## src/rtl/instruction_fetch_pkg.sv

```systemverilog
// rtl/instruction_fetch_pkg.sv - shared types and constants for the instruction fetch stage
package instruction_fetch_pkg;

  localparam int XLEN              = 32;
  localparam int IFETCH_FIFO_DEPTH = 2;
  localparam logic [XLEN-1:0] NOP_INSTR = 32'h0000_0013;

  typedef struct packed {
    logic [XLEN-1:0] instr;
    logic [XLEN-1:0] pc;
  } fetch_entry_t;

  typedef enum logic {
    FETCH_RUN   = 1'b0,
    FETCH_FLUSH = 1'b1
  } fetch_state_e;

  function automatic logic is_misaligned(input logic [XLEN-1:0] addr);
    return addr[1:0] != 2'b00;
  endfunction

endpackage

```

## src/rtl/fetch_fifo.sv

```systemverilog
// rtl/fetch_fifo.sv - parameterised synchronous FIFO with flush, used for the fetch buffer and PC tag queue
module fetch_fifo
  import instruction_fetch_pkg::*;
#(
  parameter int  DEPTH = 2,
  parameter type T     = fetch_entry_t,
  localparam int PTR_W = (DEPTH > 1) ? $clog2(DEPTH) : 1,
  localparam int CNT_W = $clog2(DEPTH) + 1
) (
  input  logic             clk_i,
  input  logic             rst_i,
  input  logic             flush_i,
  input  logic             push_i,
  input  T                 data_i,
  input  logic             pop_i,
  output T                 data_o,
  output logic [CNT_W-1:0] count_o
);

  T                 mem [DEPTH];
  logic [PTR_W-1:0] wr_ptr;
  logic [PTR_W-1:0] rd_ptr;
  logic [CNT_W-1:0] cnt;
  logic             do_push;
  logic             do_pop;

  function automatic logic [PTR_W-1:0] ptr_inc(input logic [PTR_W-1:0] p);
    return (p == PTR_W'(DEPTH - 1)) ? '0 : p + PTR_W'(1);
  endfunction

  assign do_push = push_i && (cnt < CNT_W'(DEPTH));
  assign do_pop  = pop_i && (cnt != '0);
  assign count_o = cnt;

  // Pointer and occupancy bookkeeping; a flush wins over any same-cycle push or pop.
  always_ff @(posedge clk_i) begin
    if (rst_i || flush_i) begin
      wr_ptr <= '0;
      rd_ptr <= '0;
      cnt    <= '0;
    end else begin
      if (do_push) wr_ptr <= ptr_inc(wr_ptr);
      if (do_pop)  rd_ptr <= ptr_inc(rd_ptr);
      case ({do_push, do_pop})
        2'b10:   cnt <= cnt + CNT_W'(1);
        2'b01:   cnt <= cnt - CNT_W'(1);
        default: cnt <= cnt;
      endcase
    end
  end

  // Entry storage; contents are only meaningful while counted, so no reset is needed.
  always_ff @(posedge clk_i) begin
    if (do_push && !flush_i) mem[wr_ptr] <= data_i;
  end

  // Head is presented combinationally and forced to zero while empty.
  always_comb begin
    data_o = '0;
    if (cnt != '0) data_o = mem[rd_ptr];
  end

endmodule

```

## src/rtl/instruction_fetch.sv

```systemverilog
// rtl/instruction_fetch.sv - fetch stage with credit-based issue, redirect flush and optional IFETCH_ALIGN_CHECK_EN
module instruction_fetch
  import instruction_fetch_pkg::*;
#(
  parameter int FIFO_DEPTH = IFETCH_FIFO_DEPTH,
  parameter int MAX_OUTST  = 2
) (
  input  logic            clk_i,
  input  logic            rst_i,
  input  logic [XLEN-1:0] pc_i,
  output logic            pc_enable_o,
  input  logic            redirect_i,
  output logic            imem_req_o,
  output logic [XLEN-1:0] imem_addr_o,
  input  logic            imem_gnt_i,
  input  logic            imem_rvalid_i,
  input  logic [XLEN-1:0] imem_rdata_i,
  output logic            instr_valid_o,
  output logic [XLEN-1:0] instr_o,
  output logic [XLEN-1:0] instr_pc_o,
  input  logic            instr_ready_i,
  output logic            fetch_fault_o
);

  localparam int CNT_W = $clog2(FIFO_DEPTH) + 1;
  localparam int OST_W = $clog2(MAX_OUTST) + 1;
  localparam int SUM_W = CNT_W + 1;

  fetch_state_e     state_q;
  fetch_state_e     state_d;
  logic [OST_W-1:0] kill_q;
  logic [OST_W-1:0] kill_d;
  logic [CNT_W-1:0] fifo_cnt;
  logic [OST_W-1:0] outst_cnt;
  logic [OST_W-1:0] outst_next;
  logic [XLEN-1:0]  tag_head;
  fetch_entry_t     buf_head;
  fetch_entry_t     buf_wdata;
  logic             credit_ok;
  logic             align_ok;
  logic             issue;
  logic             grant;
  logic             resp;
  logic             resp_keep;
  logic             buf_pop;

`ifdef IFETCH_ALIGN_CHECK_EN
  logic fault_q;
  logic fault_d;

  assign align_ok = !fault_q && !is_misaligned(pc_i);
  assign fault_d  = redirect_i ? 1'b0
                  : (fault_q || ((state_q == FETCH_RUN) && is_misaligned(pc_i)));

  // Sticky misalignment fault, cleared only by a redirect or reset.
  always_ff @(posedge clk_i) begin
    if (rst_i) fault_q <= 1'b0;
    else       fault_q <= fault_d;
  end

  assign fetch_fault_o = fault_q && !rst_i;
`else
  assign align_ok      = 1'b1;
  assign fetch_fault_o = 1'b0;
`endif

  // Every issued request reserves a buffer slot, so responses never need backpressure.
  assign credit_ok = ({1'b0, fifo_cnt} + SUM_W'(outst_cnt)) < SUM_W'(FIFO_DEPTH);
  assign issue     = !rst_i && (state_q == FETCH_RUN) && !redirect_i && credit_ok
                     && (outst_cnt < OST_W'(MAX_OUTST)) && align_ok;
  assign grant     = issue && imem_gnt_i;

  // Responses with nothing outstanding belong to pre-reset requests and are ignored.
  assign resp      = !rst_i && imem_rvalid_i && (outst_cnt != '0);
  assign resp_keep = resp && (kill_q == '0) && !redirect_i;
  assign buf_pop   = instr_valid_o && instr_ready_i && !redirect_i;

  assign outst_next = outst_cnt + OST_W'(grant) - OST_W'(resp);

  assign buf_wdata = '{instr: imem_rdata_i, pc: tag_head};

  assign imem_req_o    = issue;
  assign imem_addr_o   = rst_i ? '0 : pc_i;
  assign pc_enable_o   = !rst_i && (grant || redirect_i);
  assign instr_valid_o = !rst_i && (fifo_cnt != '0);
  assign instr_o       = rst_i ? '0 : buf_head.instr;
  assign instr_pc_o    = rst_i ? '0 : buf_head.pc;

  fetch_fifo #(
    .DEPTH (MAX_OUTST),
    .T     (logic [XLEN-1:0])
  ) u_tag_queue (
    .clk_i   (clk_i),
    .rst_i   (rst_i),
    .flush_i (1'b0),
    .push_i  (grant),
    .data_i  (pc_i),
    .pop_i   (resp),
    .data_o  (tag_head),
    .count_o (outst_cnt)
  );

  fetch_fifo #(
    .DEPTH (FIFO_DEPTH),
    .T     (fetch_entry_t)
  ) u_fetch_buffer (
    .clk_i   (clk_i),
    .rst_i   (rst_i),
    .flush_i (redirect_i),
    .push_i  (resp_keep),
    .data_i  (buf_wdata),
    .pop_i   (buf_pop),
    .data_o  (buf_head),
    .count_o (fifo_cnt)
  );

  // State and kill counter registers.
  always_ff @(posedge clk_i) begin
    if (rst_i) begin
      state_q <= FETCH_RUN;
      kill_q  <= '0;
    end else begin
      state_q <= state_d;
      kill_q  <= kill_d;
    end
  end

  // Redirect arms the kill counter with what is still in flight; FLUSH drains it.
  always_comb begin
    state_d = state_q;
    kill_d  = kill_q;
    if (redirect_i) begin
      kill_d  = outst_next;
      state_d = (outst_next != '0) ? FETCH_FLUSH : FETCH_RUN;
    end else begin
      if (resp && (kill_q != '0)) kill_d = kill_q - OST_W'(1);
      if ((state_q == FETCH_FLUSH) && (kill_d == '0)) state_d = FETCH_RUN;
    end
  end

endmodule

```

## config.mk

```make
export PLATFORM = sky130hd
export DESIGN_NAME = instruction_fetch
export DESIGN_NICKNAME = d
export VERILOG_FILES = /design/src/rtl/instruction_fetch_pkg.sv /design/src/rtl/fetch_fifo.sv /design/src/rtl/instruction_fetch.sv
export SDC_FILE = /design/constraint.sdc
export NUM_CORES = 1
export LEC_CHECK = 0
export CORE_MARGIN = 4
export CORE_UTILIZATION = 40
export CTS_BUF_LIST = sky130_fd_sc_hd__clkbuf_4 sky130_fd_sc_hd__clkbuf_8
export DETAILED_ROUTE_END_ITERATION = 16
export PLACE_DENSITY = 0.65
export SLEW_MARGIN = 25
export SYNTH_ARGS = -nofsm -noshare
export SYNTH_HDL_FRONTEND = slang
export SYNTH_SLANG_ARGS = --single-unit
```

## constraint.sdc

```tcl
create_clock -name clk_i -period 4.9 [get_ports clk_i]
set_clock_uncertainty 0.05 [all_clocks]
set_input_delay 0.49 -clock clk_i [delete_from_list [all_inputs] [get_ports clk_i]]
set_output_delay 0.49 -clock clk_i [all_outputs]
set_load 0.05 [all_outputs]
```

==> results of run 1 <==
[power by group through the flow]
stage	clock network [uW]	registers [uW]	logic (uW)
4_1_cts	1490	1960	265
3_5_place_dp	0	1990	263
5_1_grt	1580	1960	284
2_1_floorplan	0	1990	149
6_report	1440	1960	265
3_3_place_gp	0	1990	256
[cell usage in the layout, fill, tap and decap left out, types with 5 or more instances in the layout]
cell type and instances:
nor2_4 5, edfxtp_1 192, inv_1 9, clkdlybuf4s50_1 168
clkbuf_8 38, nor2b_1 33, mux2i_1 96, dfxtp_1 11
nor2_1 112, clkbuf_4 16
[stage by stage]
step           hold WS, ps  utilization [%]  instances  worst slack, ps
2_1_floorplan        422.5                -        530            625.0
3_3_place_gp         437.7            51.22        936             1339
3_5_place_dp         439.9            51.35        937             1312
4_1_cts              466.5            54.75        997            765.7
5_1_grt              493.8            55.17       1000            636.0
6_report             466.7            55.17       1000            796.5
[kinds of logic (layout without fill, tap and decap cells)]
| family | count (synthesis) | after routing | share of synthesized area (%) |
|---|---|---|---|
| AOI/OAI and AO/OA | 13 | 13 | 1.017 |
| buffers and inverters | 40 | 245 | 2.143 |
| and+or+nand+nor | 161 | 161 | 8.787 |
| other | 1 | 1 | 0.04620 |
| muxes | 96 | 96 | 11.84 |
| DFF | 205 | 205 | 74.24 |
| adders and majority gates | 5 | 5 | 0.8633 |
| xor gates and xnor gates | 9 | 9 | 1.064 |
[worst max-delay path: stages, from the launching register on]
cell	delay [ps]
dfxtp_1	470
and2_1	190
fa_1	410
or4_1	490
or3_1	480
a21oi_1	210
clkdlybuf4s50_1	820
[state kept, by name (all words and copies together) (netlist names), named ones only]
| register | count |
|---|---|
| u_fetch_buffer.mem | 128 |
| u_tag_queue.mem | 64 |
| kill_q | 2 |
| u_fetch_buffer.count_o | 2 |
| u_tag_queue.count_o | 2 |
| state_q | 1 |
| u_fetch_buffer.rd_ptr | 1 |
| u_fetch_buffer.wr_ptr | 1 |
| u_tag_queue.rd_ptr | 1 |
| u_tag_queue.wr_ptr | 1 |
[worst max path at each step]
stage	start	endpoint	cells past startpoint
after global routing	u_tag_queue.count_o[0]	pc_enable_o	6
after CTS	u_tag_queue.count_o[0]	pc_enable_o	6
final	u_tag_queue.count_o[0]	pc_enable_o	6
after global placement	u_tag_queue.count_o[0]	pc_enable_o	6
after floorplan	rst_i	u_fetch_buffer.mem[0][0]	4
after detailed placement	u_tag_queue.count_o[0]	pc_enable_o	6
[synthesized netlist by cell type, drive strengths merged]
library cell,instances
mux2i,96
clkbuf,16
dfxtp,13
ha,4
edfxtp,192
or3,3
nor2,117
nor2b,33
buf,15
xor2,4
nand2b,1
o31ai,2
a31oi,1
nand2,1
nor4,1
xnor2,5
or4,1
fa,1
a41oi,1
a21oi,3
and2,1
a22oi,1
or2,2
nand4,1
conb,1
inv,9
o21ai,3
o21bai,1
a211oi,1
[layout make-up]
cell class	instances	area share (%)
flip-flops and latches	205	55.44
multi-input cells	285	18.07
repair buffers	176	16.98
clock buffers	54	5.912
well taps	265	3.048
inverters	9	0.3106
clock inverters	6	0.2415
[layer usage]
| layer | track usage [%] | up-vias |
|---|---|---|
| met5 | 0 | - |
| met4 | 5.306 | 0 |
| met3 | 3.763 | 31 |
| met2 | 24.42 | 146 |
| met1 | 17.60 | 2213 |
| li1 | - | 2271 |
==> qor.yml, run 1 <==
min_period_ps: 4104
area_growth_syn_to_layout_pct: 34.02
synth_cell_types: 34
gp_congestion: 0.6896
syn_area_sq_mm: 0.008117
pwr-share-seq_pct: 53.5
yosysTopAreaCell: "edfxtp_1"
synth_top_area_share_pct: 71.03
post_cts_buffers: 0
min_from: "u_fetch_buffer.rd_ptr"
critPathKind: "reg -> out"
crit_arrival_ps: 3560
first_pass_iters: 4
wl_met2_um: 8069
cap_violations: 0
power_switching_uw: 774.4
overflow: 0
cts-resized-gates: 0
ant_nets: 0
hold_depth: 2
nNetsFinal: 787
ys_ff_latch: 205
crit_required_ps: 4360
die_area_sq_mm: 0.02263
highest_layer: "met4"
power_per_cell_area_mw_per_mm2: 336.7
wl_per_cell_um: 16.22
hpwl_um: 10490
antenna_found_initial: 0
grt_max_degree: 44
grt_pass1_vias: 4931
cts_tree: "built"
finalCritPeriodShare_pct: 83.75
rr_startpoint: "u_tag_queue.count_o[0]"
die_h_um: 150.4
final_cell_area_sq_mm: 0.01088
hold_violations: 0
cts_hold_buf: 0
cp-end-kind: "primary output"
clkSinkCount: 205
multi_input_area_sq_mm: 0.001966
cp-start-kind: "register"
relSlewSlack_pct: 32.37
grt_usage_pct: 14.34
p_leak_uw: 0.003456
peakVddDrop_mv: 0.1633
syn_inst: 530
worstMarginPinSlew_ps: 1014
finalSetupTns_ps: 0
initial_core_util_pct: 41.16
syn_area_per_cell_sq_um: 15.31
status: "completed"
wirelength_um: 16220
antennaDiodeCount: 0
regArea_sq_mm: 0.006031
ys_top_cells_by_area: "edfxtp_1 (71%), mux2i_1 (12%), nor2_1 (5.4%), dfxtp_1 (3.2%), nor2b_1 (2.5%)"
drive_gt1_share_pct: 10.20
dr_wl_met3_um: 918
die_w_um: 150.4
rrSetupSlack_ps: 1760
swShare_pct: 21.15
drcViolationCount: 0
core_sq_mm: 0.01972
crit_fanout: 6
m1WireLength_um: 6825
fillers: 1606
combPwrFrac_pct: 7.2
r2r_cells: 6
hold_class: "reg -> reg"
max_freq_ghz: 0.2437
viasPerCell: 4.661
r2r_end: "u_tag_queue.mem[0][6]"
yosys_warnings: 0
placed_cell_area_sq_mm: 0.01013
clockRootBuffer: "clkbuf_8"
clkSlewWorstSetupHoldPaths_ps: 50
drv_slew: 0
yosysSeqAreaShare_pct: 74.24
p_int_uw: 2888
io_buffers: 168
rows: 51
power.total_uw: 3662
grt_pass1_wl_um: 25300
p_clk_share_pct: 39.3
drtIter0Drc: 125
insertion_delay_ps: 490
syn-num-nets: 605
htree_num_levels: 2
clockBufferDepth: 3
finalSetupViolCount: 0
ios: 170
cts_buffers: 35
grt_setup_unrepaired: "false"
vias: 4661
Note: power is estimated with default switching activity, not from simulation.
==> run 2: changes to the inputs <==
==> constraint.sdc (replaced) <==
create_clock -name clk_i -period 4 [get_ports clk_i]
set_clock_uncertainty 0.05 [all_clocks]
set_input_delay 0.4 -clock clk_i [delete_from_list [all_inputs] [get_ports clk_i]]
set_output_delay 0.4 -clock clk_i [all_outputs]
set_load 0.05 [all_outputs]
==> qor.yml, run 2 (synthesized netlist as in run 1, its figures left out) <==
status: "completed"
finalCritPeriodShare_pct: 87.30
cts_hold_buf: 0
hpwl_um: 10870
die_w_um: 150.4
antennaDiodeCount: 0
cts-resized-gates: 0
insertion_delay_ps: 490
relSlewSlack_pct: 32.94
wirelength_um: 16280
crit_arrival_ps: 3040
post_cts_buffers: 0
max_freq_ghz: 0.2864
cts_buffers: 34
io_buffers: 168
vias: 4710
drtIter0Drc: 152
hold_class: "in -> reg"
cts_tree: "built"
ant_nets: 0
nNetsFinal: 788
cp-end-kind: "primary output"
m1WireLength_um: 6517
cp-start-kind: "register"
final_cell_mix: "edfxtp_1 (192), nor2_1 (112), clkdlybuf4s50_1 (103)"
drv_slew: 0
clockRootBuffer: "clkbuf_8"
path_cells: "and2_1 -> fa_1 -> or4_1 -> or3_1 -> a21oi_1 -> buf_12"
final_common_cell: "edfxtp_1"
p_leak_uw: 0.003668
wl_per_cell_um: 16.24
rows: 51
worstMarginPinSlew_ps: 1006
cpPeakStageDelay_ps: 490
reg.largest.list: "u_fetch_buffer.mem: 128 flops, u_tag_queue.mem: 64 flops"
peakVddDrop_mv: 0.2532
power_per_cell_area_mw_per_mm2: 398.0
cpMaxStageDelayCell: "or4_1"
crit_fanout: 6
grt_usage_pct: 14.14
overflow: 0
clkSlewWorstSetupHoldPaths_ps: 60
dr_wl_met3_um: 1143
cap_violations: 0
finalSetupViolCount: 0
final_util_pct: 56.44
rrSetupSlack_ps: 930
power.total_uw: 4430
first_pass_iters: 4
clkSinkCount: 205
antenna_found_initial: 0
largest-register: "u_fetch_buffer.mem"
grt_pass1_wl_um: 25200
gp_congestion: 0.7621
drive_gt1_share_pct: 18.72
grt_setup_unrepaired: "false"
clockBufferDepth: 3
largest_reg_flops: 128
critPathKind: "reg -> out"
grt_pass1_vias: 4942
grt_max_degree: 43
min_period_ps: 3492
core_sq_mm: 0.01972
area_growth_syn_to_layout_pct: 37.12
wl_met2_um: 8314
ios: 170
drcViolationCount: 0
die_h_um: 150.4
hold_violations: 0
die_area_sq_mm: 0.02263
htree_num_levels: 2
crit_required_ps: 3550
highest_layer: "met4"
viasPerCell: 4.701
initial_core_util_pct: 41.16
==> run 2: cell types whose count changed in the layout (fill, tap and decap cells not counted), sizes merged <==
| cell | delta |
|---|---|
| buf | +67 |
| clkdlybuf4s50 | -65 |
| clkbuf | -6 |
| clkinv | +5 |
| clkinvlp | +1 |
==> run 2: final cells by class <==
type	instances	area, sq um
inverter	9	33.78
clock inverter	12	53.80
tap	265	331.6
clock buffer	48	591.8
fill	1558	8588
timing repair buffer	178	2122
sequential	205	6031
multi-input combinational	285	1966
==> run 2: routing by layer <==
metal	vias up	GRT usage [%]
li1	2277	-
met5	-	0
met3	25	3.823
met4	0	4.712
met2	153	24.94
met1	2255	16.74
==> run 2: per-stage QoR <==
| stage | area (sq um) | worst slack, ps | hold WS (ps) | TNS (ps) | cells |
|---|---|---|---|---|---|
| 2_1_floorplan | 8117 | -185.0 | 422.5 | -23680 | 530 |
| 3_3_place_gp | 10430 | 1012 | 433.4 | 0 | 940 |
| 3_5_place_dp | 10460 | 960.9 | 450.3 | 0 | 941 |
| 4_1_cts | 11100 | 488.5 | 392.0 | 0 | 1001 |
| 5_1_grt | 11130 | 393.2 | 405.3 | 0 | 1002 |
| 6_report | 11130 | 508.0 | 430.8 | 0 | 1002 |
==> run 2: worst max-delay path, delay by kind of cell, from the launching register on <==
| kind | cells | cell delay (ps) |
|---|---|---|
| simple gates | 3 | 1180 |
| flops | 1 | 470 |
| fa+ha+maj | 1 | 410 |
| compound gates | 1 | 310 |
| buf+inv | 1 | 180 |
==> run 2: worst paths after layout <==
kind                                    end                   start  cells after the start
hold reg to reg                    register      u_tag_queue.rd_ptr                      2
hold / removal    u_fetch_buffer.mem[1][56]        imem_rdata_i[24]                      1
setup reg to reg     u_tag_queue.count_o[1]  u_tag_queue.count_o[0]                      7
setup / recovery                pc_enable_o  u_tag_queue.count_o[0]                      6
==> run 2: report_power, final <==
part | switching [uW] | leakage, uW | internal, uW | total [uW]
logic | 185 | 0.00152 | 140 | 325
registers | 17.5 | 0.00181 | 2380 | 2400
clock network | 754 | 0.000343 | 954 | 1710
